===== src/rtl/clock_pkg.sv =====
// Shared types and BCD stepping helpers for the HH:MM time-of-day counter.
// No ports. This package provides:
//   mode_t    : RUN / SET_HH / SET_MM operating mode
//   bcd_digit : one 4-bit BCD digit
//   hhmm_t    : packed {h_tens, h_ones, m_tens, m_ones}, the same layout as the bcd output
//   step_minutes / step_hours : +1 on one field, wrapping 59->00 and 23->00
package clock_pkg;

  typedef enum logic [1:0] {
    RUN    = 2'd0,
    SET_HH = 2'd1,
    SET_MM = 2'd2
  } mode_t;

  typedef logic [3:0] bcd_digit;

  typedef struct packed {
    bcd_digit h_tens;
    bcd_digit h_ones;
    bcd_digit m_tens;
    bcd_digit m_ones;
  } hhmm_t;

  localparam bcd_digit MIN_TENS_MAX     = 4'd5;
  localparam bcd_digit HR_TENS_MAX      = 4'd2;
  localparam bcd_digit HR_ONES_MAX_AT_2 = 4'd3;
  localparam bcd_digit DIGIT_MAX        = 4'd9;

  function automatic logic minutes_at_max(input hhmm_t t);
    return (t.m_tens == MIN_TENS_MAX) && (t.m_ones == DIGIT_MAX);
  endfunction

  function automatic logic hours_at_max(input hhmm_t t);
    return (t.h_tens == HR_TENS_MAX) && (t.h_ones == HR_ONES_MAX_AT_2);
  endfunction

  // Minutes +1 with 59 -> 00. The hours field is left untouched.
  function automatic hhmm_t step_minutes(input hhmm_t t);
    hhmm_t r;
    r = t;
    if (t.m_ones == DIGIT_MAX) begin
      r.m_ones = '0;
      r.m_tens = (t.m_tens == MIN_TENS_MAX) ? '0 : t.m_tens + 4'd1;
    end else begin
      r.m_ones = t.m_ones + 4'd1;
    end
    return r;
  endfunction

  // Hours +1 with 23 -> 00. The minutes field is left untouched.
  function automatic hhmm_t step_hours(input hhmm_t t);
    hhmm_t r;
    r = t;
    if (hours_at_max(t)) begin
      r.h_tens = '0;
      r.h_ones = '0;
    end else if (t.h_ones == DIGIT_MAX) begin
      r.h_ones = '0;
      r.h_tens = t.h_tens + 4'd1;
    end else begin
      r.h_ones = t.h_ones + 4'd1;
    end
    return r;
  endfunction

endpackage


===== src/rtl/btn_debounce.sv =====
// Push-button conditioner: 2-FF synchronizer, ce1ms-sampled debouncer and a
// one-clk pulse on each debounced press. Releases produce no pulse.
// Ports:
//   clk     : system clock
//   rst     : asynchronous, active-high reset (debounced level = released)
//   ce1ms   : one-clk pulse per millisecond; the debouncer samples only here
//   btn_raw : raw asynchronous button level, 1 = pressed
//   press   : registered one-clk pulse on a debounced 0 -> 1 change
module btn_debounce #(
  parameter int DEB_MS = 20
) (
  input  logic clk,
  input  logic rst,
  input  logic ce1ms,
  input  logic btn_raw,
  output logic press
);

  localparam int CW = $clog2(DEB_MS + 1);

  logic [1:0]    sync_q;
  logic          level_q;
  logic [CW-1:0] cnt_q;

  // NOTE: clocked state uses non-blocking assignments so every flop samples
  // the pre-edge values of its neighbours, exactly as the hardware does.
  always_ff @(posedge clk or posedge rst) begin
    if (rst) begin
      sync_q  <= '0;
      level_q <= 1'b0;
      cnt_q   <= '0;
      press   <= 1'b0;
    end else begin
      sync_q <= {sync_q[0], btn_raw};
      press  <= 1'b0;
      if (ce1ms) begin
        if (sync_q[1] == level_q) begin
          cnt_q <= '0;
        end else if (cnt_q == CW'(DEB_MS - 1)) begin
          // This sample is the DEB_MS-th consecutive disagreement: accept it.
          level_q <= ~level_q;
          cnt_q   <= '0;
          press   <= ~level_q;
        end else begin
          cnt_q <= cnt_q + CW'(1);
        end
      end
    end
  end

endmodule


===== src/rtl/clock_hhmm_counter.sv =====
// BCD time-of-day counter (00:00 .. 23:59) advanced by ce1min, with a
// two-button set interface and a blink flag for the field under edit.
// Ports:
//   clk      : system clock (50 MHz)
//   rst      : asynchronous, active-high reset
//   ce1min   : one-clk pulse per minute
//   ce1ms    : one-clk pulse per millisecond (debounce and blink timebase)
//   btn_mode : raw mode button, 1 = pressed (RUN -> SET_HH -> SET_MM -> RUN)
//   btn_inc  : raw increment button, 1 = pressed (steps the edited field)
//   bcd      : {h_tens, h_ones, m_tens, m_ones}
//   mode     : 0 = RUN, 1 = SET_HH, 2 = SET_MM
//   blink    : flash flag for the field under edit, 0 in RUN
//   day_co   : one-clk pulse on the 23:59 -> 00:00 wrap in RUN
module clock_hhmm_counter
  import clock_pkg::*;
#(
  parameter int DEB_MS   = 20,
  parameter int BLINK_MS = 500
) (
  input  logic        clk,
  input  logic        rst,
  input  logic        ce1min,
  input  logic        ce1ms,
  input  logic        btn_mode,
  input  logic        btn_inc,
  output logic [15:0] bcd,
  output logic [1:0]  mode,
  output logic        blink,
  output logic        day_co
);

  localparam int BW = $clog2(BLINK_MS + 1);

  logic          press_mode;
  logic          press_inc;
  hhmm_t         tod_q;
  hhmm_t         tod_tick;
  logic          day_end;
  logic          blink_run;
  mode_t         mode_q;
  logic [BW-1:0] blink_cnt;

  btn_debounce #(.DEB_MS(DEB_MS)) u_deb_mode (
    .clk     (clk),
    .rst     (rst),
    .ce1ms   (ce1ms),
    .btn_raw (btn_mode),
    .press   (press_mode)
  );

  btn_debounce #(.DEB_MS(DEB_MS)) u_deb_inc (
    .clk     (clk),
    .rst     (rst),
    .ce1ms   (ce1ms),
    .btn_raw (btn_inc),
    .press   (press_inc)
  );

  // Next time-of-day for a RUN minute tick, with the minute carry into hours.
  // NOTE: every signal written here gets a value on every path (defaults
  // first), otherwise synthesis would infer a latch to hold the old value.
  always_comb begin
    tod_tick = step_minutes(tod_q);
    day_end  = 1'b0;
    if (minutes_at_max(tod_q)) begin
      tod_tick = step_hours(tod_tick);
      day_end  = hours_at_max(tod_q);
    end
  end

  // The blink timebase runs only while staying in a set mode; a mode press
  // restarts or stops it instead.
  assign blink_run = ((mode_q == SET_HH) || (mode_q == SET_MM)) && !press_mode;

  always_ff @(posedge clk or posedge rst) begin
    if (rst) begin
      tod_q     <= '0;
      mode_q    <= RUN;
      blink     <= 1'b0;
      blink_cnt <= '0;
      day_co    <= 1'b0;
    end else begin
      day_co <= 1'b0;
      case (mode_q)
        RUN: begin
          // A minute tick and a mode press in the same clk both take effect.
          if (ce1min) begin
            tod_q  <= tod_tick;
            day_co <= day_end;
          end
          if (press_mode) begin
            mode_q    <= SET_HH;
            blink     <= 1'b1;
            blink_cnt <= '0;
          end
        end
        SET_HH: begin
          // Mode press wins over a simultaneous inc press.
          if (press_mode) begin
            mode_q    <= SET_MM;
            blink     <= 1'b1;
            blink_cnt <= '0;
          end else if (press_inc) begin
            tod_q <= step_hours(tod_q);
          end
        end
        SET_MM: begin
          if (press_mode) begin
            mode_q    <= RUN;
            blink     <= 1'b0;
            blink_cnt <= '0;
          end else if (press_inc) begin
            tod_q <= step_minutes(tod_q);
          end
        end
        default: begin
          mode_q    <= RUN;
          blink     <= 1'b0;
          blink_cnt <= '0;
        end
      endcase

      if (blink_run && ce1ms) begin
        if (blink_cnt == BW'(BLINK_MS - 1)) begin
          blink_cnt <= '0;
          blink     <= ~blink;
        end else begin
          blink_cnt <= blink_cnt + BW'(1);
        end
      end
    end
  end

  assign bcd  = tod_q;
  assign mode = mode_q;

endmodule


===== config.mk =====
export PLATFORM = sky130hd
export DESIGN_NAME = clock_hhmm_counter
export DESIGN_NICKNAME = d
export VERILOG_FILES = /design/src/rtl/clock_pkg.sv /design/src/rtl/btn_debounce.sv /design/src/rtl/clock_hhmm_counter.sv
export SDC_FILE = /design/constraint.sdc
export NUM_CORES = 1
export LEC_CHECK = 0
export ABC_AREA = 1
export BUFFER_PORTS_ARGS = -buffer_cell sky130_fd_sc_hd__buf_2
export CORE_MARGIN = 8
export CORE_UTILIZATION = 60
export CTS_CLUSTER_DIAMETER = 100
export DETAILED_ROUTE_END_ITERATION = 16
export PLACE_DENSITY = 0.8
export SLEW_MARGIN = 20
export SYNTH_ARGS = -nofsm -noshare
export SYNTH_HDL_FRONTEND = slang
export SYNTH_HIERARCHICAL = 1
export SYNTH_SLANG_ARGS = --single-unit

===== constraint.sdc =====
create_clock -name clk -period 2.8 [get_ports clk]
set_input_delay 0.56 -clock clk [delete_from_list [all_inputs] [get_ports clk]]
set_output_delay 0.56 -clock clk [all_outputs]
set_load 0.01 [all_outputs]

; ---- Yosys cells after proc, flatten, opt, wreduce, memory -nomap -nowiden
; Index checks and enable logic that the tools add are counted.
[totals]
register_bits = 47
out_inout_bits = 20
wordCells = 107
[classes]
add_sub_neg = 7
eq_ne = 22
mux = 39
bitwise = 7
n_reduce_logical = 16
[ops]
columns = operator, count
row1 = 16-bit two-way mux, 4
row2 = 16-bit case mux with 3 select lines, 1
row3 = 9-bit two-way mux, 4
row4 = 8-bit two-way mux, 3
row5 = 4-bit two-way mux, 5
row6 = 5-bit two-way mux, 4
row7 = "4-bit by 1-bit adder with 4-bit output, second input constant", 4
row8 = 1-bit two-way mux, 13
row9 = "5-bit by 1-bit adder with 5-bit output, second input constant", 2
row10 = "5-bit equality test, second input constant", 2
row11 = "2-bit by 1-bit != test with 1-bit output, second input constant", 5
row12 = "9-bit by 1-bit adder with 9-bit output, second input constant", 1
row13 = "9-bit equality test, second input constant", 1
row14 = 3-bit AND reduction, 3
row15 = "4-bit by 2-bit equality test with 1-bit output, second input constant", 2
row16 = "4-bit equality test, second input constant", 2
row17 = "2-bit != test, second input constant", 4
row18 = 1-bit inverter, 7
row19 = 2-bit two-way mux, 3
row20 = 2-bit case mux with 3 select lines, 1
row21 = 6-bit AND reduction, 1
row22 = 5-bit AND reduction, 1
row23 = "4-bit by 3-bit equality test with 1-bit output, second input constant", 1
row24 = 1-bit logical AND, 4
row25 = other kinds (11), 13

; ---- Logic depth before layout (Yosys ltp)
[depth]
depth_word = 6
depth_mapped = 10
depth_no_buf = 10

; ---- Cells and area by module
; Netlist, hierarchy kept.
[modules_own_cells]
columns = mod, instances, cells_per_inst, area_per_inst_um2, seq_area_each_um2
row1 = clock_hhmm_counter, 1, 241, 1820.5, 725.7
row2 = btn_debounce, 2, 58, 470.5, 225.2

; ---- Worst setup path before layout
; OpenSTA, ideal clock, no wires.
[synth_timing]
path_type = reg-to-reg
from = reg mode_q[0], in the netlist mode[0]
to = reg tod_q, in the netlist bcd[10]
setup_time_ps = 120
t_arrival_ps = 1486
slack_ps = 1194
stages_incl_launch_ff = 11
n_path_buf = 1
period_less_slack_ps = 1606
path_cell_list = dfrtp_1 > inv_1 > ha_1 > inv_1 > nand2_1 > nand3_1 > nor2_2 > nand2_4 > buf_6 > nand2_1 > o21ai_2
[synth_between]
elab_chain_cells = 3
word_cells_on_any_way = 11
classes_between = eq/ne (6) / mux (1) / bitwise (1) / reduce/logical (3)
[synth_lines]
columns = item, line
row1 = "start, declared", clock_hhmm_counter.sv:40  ; mode_t mode_q;
row2 = "start signal, assigned", clock_hhmm_counter.sv:78  ; mode_q <= RUN;
row3 = "start signal, assigned", clock_hhmm_counter.sv:92  ; mode_q <= SET_HH;
row4 = "start signal, assigned", clock_hhmm_counter.sv:100  ; mode_q <= SET_MM;
row5 = 2-bit by 1-bit equality test with 1-bit output (tied with other cells), clock_hhmm_counter.sv:84  ; case (mode_q)
row6 = 2-bit by 1-bit != test with 1-bit output (no source line) (tied with other cells), n/a
row7 = 6-bit AND reduction (no source line), n/a
row8 = "end signal, assigned", clock_hhmm_counter.sv:88  ; tod_q <= tod_tick;
row9 = "end signal, assigned", clock_hhmm_counter.sv:104  ; tod_q <= step_hours(tod_q);
row10 = "end signal, assigned", clock_hhmm_counter.sv:113  ; tod_q <= step_minutes(tod_q);
row11 = "end, declared", clock_hhmm_counter.sv:36  ; hhmm_t tod_q;
; Several ways; a longest one is shown, not always the timed one.
; A chain may end at the register's enable or synchronous reset.

; ---- Final worst setup path
[layout_timing]
from = reg mode_q[1], in the netlist mode[1]
to = reg tod_q, in the netlist bcd[9]
; The elaborated chain is that of the path after synthesis.

==> flow_summary.ini <==
[yosys]
syn-num-nets = 374
synth_most_common_cell = nand2_1
synth_ff_type = dfrtp_1
async_flop_share_pct = 100
yosysWarnings = 6
ys_seq_elements = 47
yosysTopAreaCellShare_pct = 42.6
synth_simple_gate_area_share_pct = 33.6
synth.cell_area_um2 = 2760
synth_compound_area_share_pct = 7.39
synth_cell_type_count = 30
synth.top_cells.by_count = nand2_1, inv_1, dfrtp_1, nor2_1, nand3_1
synth-xor-area-share_pct = 2.85
synth_fa_ha_area_share_pct = 4.98
synth_top_cell_by_area = dfrtp_1
ys_seq_area_share_pct = 42.6
postSynthAreaPerCell_um2 = 7.74
synth_edf_count = 0
synth_top_family_by_area = simple AND/OR/NAND/NOR gates
muxShareOfSynthArea_pct = 0
synth_area_leaders = dfrtp_1, nand2_1, inv_1, ha_1, nand3_1
postSynthCellCount = 357

[die]
die_w_um = 83.8
io_pins = 26
dieArea_um2 = 7030
row_count = 24
coreArea_um2 = 4380
die_y_um = 83.8
start_util_pct = 63.0

[timing]
max_freq_ghz = 0.575
fin_skew_ps = 11.8
worst_pin_slew_ps = 413
rsz0062_at_grt = false
postLayoutSetupSlackWorst_ps = 1060
setup_tns_ps = 0
finalMaxSlewViolations = 0
relSlewSlack_pct = 72.3
hold_slack_ps = 209
layout_min_cycle_time_ps = 1740
finalHoldViolCount = 0
post-route-period-util_pct = 62.2
setup_viol = 0

[placement]
portBuffers = 25
dp_hpwl_mm = 4.01
place_congestion = 0.811
dp_slack_ps = 1080

[critical_path]
critPathMaxFanout = 12
r2r_setup_slack_ps = 1060
worstSetupStartpoint = mode[1]
worstSetupPathType = reg2reg
cp.required_ps = 3020
startpoint_type = flop
cp-end-kind = flop
r2r_start = mode[1]
worst_ep_arrival_time_ps = 1960
worstReg2RegEnd = bcd[9]
crit_path_end = bcd[9]
reg2reg_depth = 10

[layout]
fin_nets = 403
drive_gt1_share_pct = 16.3
area.growth.synth_to_final_pct = 9.38
multiInputGateArea_um2 = 1350
nFillCells = 368
utilization_pct = 68.9
diodes = 0
seq_area_um2 = 1180

[clock_network]
cts_sinks = 47
cts_made_buffers = 5
cts_tree = built
hold_buffers = 0
cts.htree.levels = 2
clock_latency_ps = 300
postCtsSetupBuffers = 0
cts-root-buf = clkbuf_8
cts_resized = 0
clk_pin_slew_ps = 90
clk_path_buf_depth = 2

[power_and_ir_drop]
p_leak_nw = 1.64
pwr_density_cell_nw_per_um2 = 509
ir_worst_vdd_v = 0.000454

[global_route]
grt_pass1_vias = 2208
overflow = 0
track_usage_pct = 15.7
grt_pass1_wl_mm = 9.41
grt_start_max_net_pins = 30
antenna_found_initial = 0

[route]
drc_errors = 0
wire_per_inst_um = 11.8
routed_via_density = 5.14
first_iter_violations = 114
drtAntennaViolNets = 0
routed_wl_mm = 5.20
vias = 2258
firstDrtPassIters = 5

[run]
maxCapViolCount = 0

[hold_path]
hold_class = in2async

[status]
status = finished clean
[state kept, by name (all words and copies together) (netlist names), 2 cells and up]
signal,flops
u_deb_inc/cnt_q,5
blink_cnt,9
bcd,16
mode,2
u_deb_inc/sync_q,2
u_deb_mode/sync_q,2
u_deb_mode/cnt_q,5
[final cells by class]
cell class                      count  share of cell area (%)
Multi-Input combinational cell    253                    44.6
Sequential cell                    47                    38.9
Inverter                           53                    6.59
Timing Repair Buffer               26                    4.39
Clock buffer                        8                    3.31
Tap cell                           52                    2.15
[layer usage]
metal  part of all wire (%)  GRT usage (%)
met5                      0              0
met3                    4.3           4.49
met2                     49           26.7
met1                     46           18.4
met4                    1.7           5.65
[cell usage in the layout (no fill, tap or decap), drive strengths merged]
cell type,count
nand2,117
inv,53
dfrtp,47
nor2,37
nand3,30
buf,26
o21ai,20
nand4,11
ha,11
xor2,8
clkbuf,8
o211ai,5
a21oi,3
nor3,3
o22ai,2
o21bai,1
nor4,1
a22o,1
xnor2,1
or2,1
o21a,1
[through the flow]
stage / cell area [um2] / std cells / total power, mW
finish: 3020 / 439 / 1.54
global route: 3020 / 439 / 1.63
CTS: 3020 / 439 / 1.56
detailed placement: 2920 / 431 / 1.11
global placement: 2920 / 431 / 1.10
floorplan: 2760 / 357 / 1.02
[worst max-delay path: stages (launching register included)]
cell	delay (ps)
dfrtp_1	420
inv_1	110
ha_1	290
inv_2	80
nand2_1	90
nand3_1	80
nor2_2	200
nand2_4	150
inv_1	110
nand2_1	50
o21ai_0	70
[kinds of logic (layout without fill, tap and decap cells)]
group | count (synthesis) | after routing
fa+ha+maj | 11 | 11
simple gates | 200 | 200
flops | 47 | 47
compound gates | 33 | 33
buf+inv | 57 | 87
xor+xnor | 9 | 9
[report_power, final]
group          internal (mW)  switching [mW]  leakage (nW)
combinational          0.106           0.171         0.968
sequential             0.737          0.0834         0.623
clock                  0.225           0.215        0.0515
[how the worst min path moves through the flow]
| stage | startpoint | end | slack [ps] | cells after the start |
|---|---|---|---|---|
| after floorplan | u_deb_inc/sync_q[0] | u_deb_inc/sync_q[1] | 330 | 0 |
| after global placement | u_deb_inc/sync_q[0] | u_deb_inc/sync_q[1] | 330 | 0 |
| after detailed placement | u_deb_mode/sync_q[0] | u_deb_mode/sync_q[1] | 340 | 0 |
| after CTS | rst | u_deb_mode/cnt_q[2] | 220 | 2 |
| after global routing | rst | u_deb_mode/cnt_q[2] | 250 | 2 |
| final | rst | u_deb_mode/cnt_q[2] | 210 | 2 |
Power figures use the tool's default switching activity.
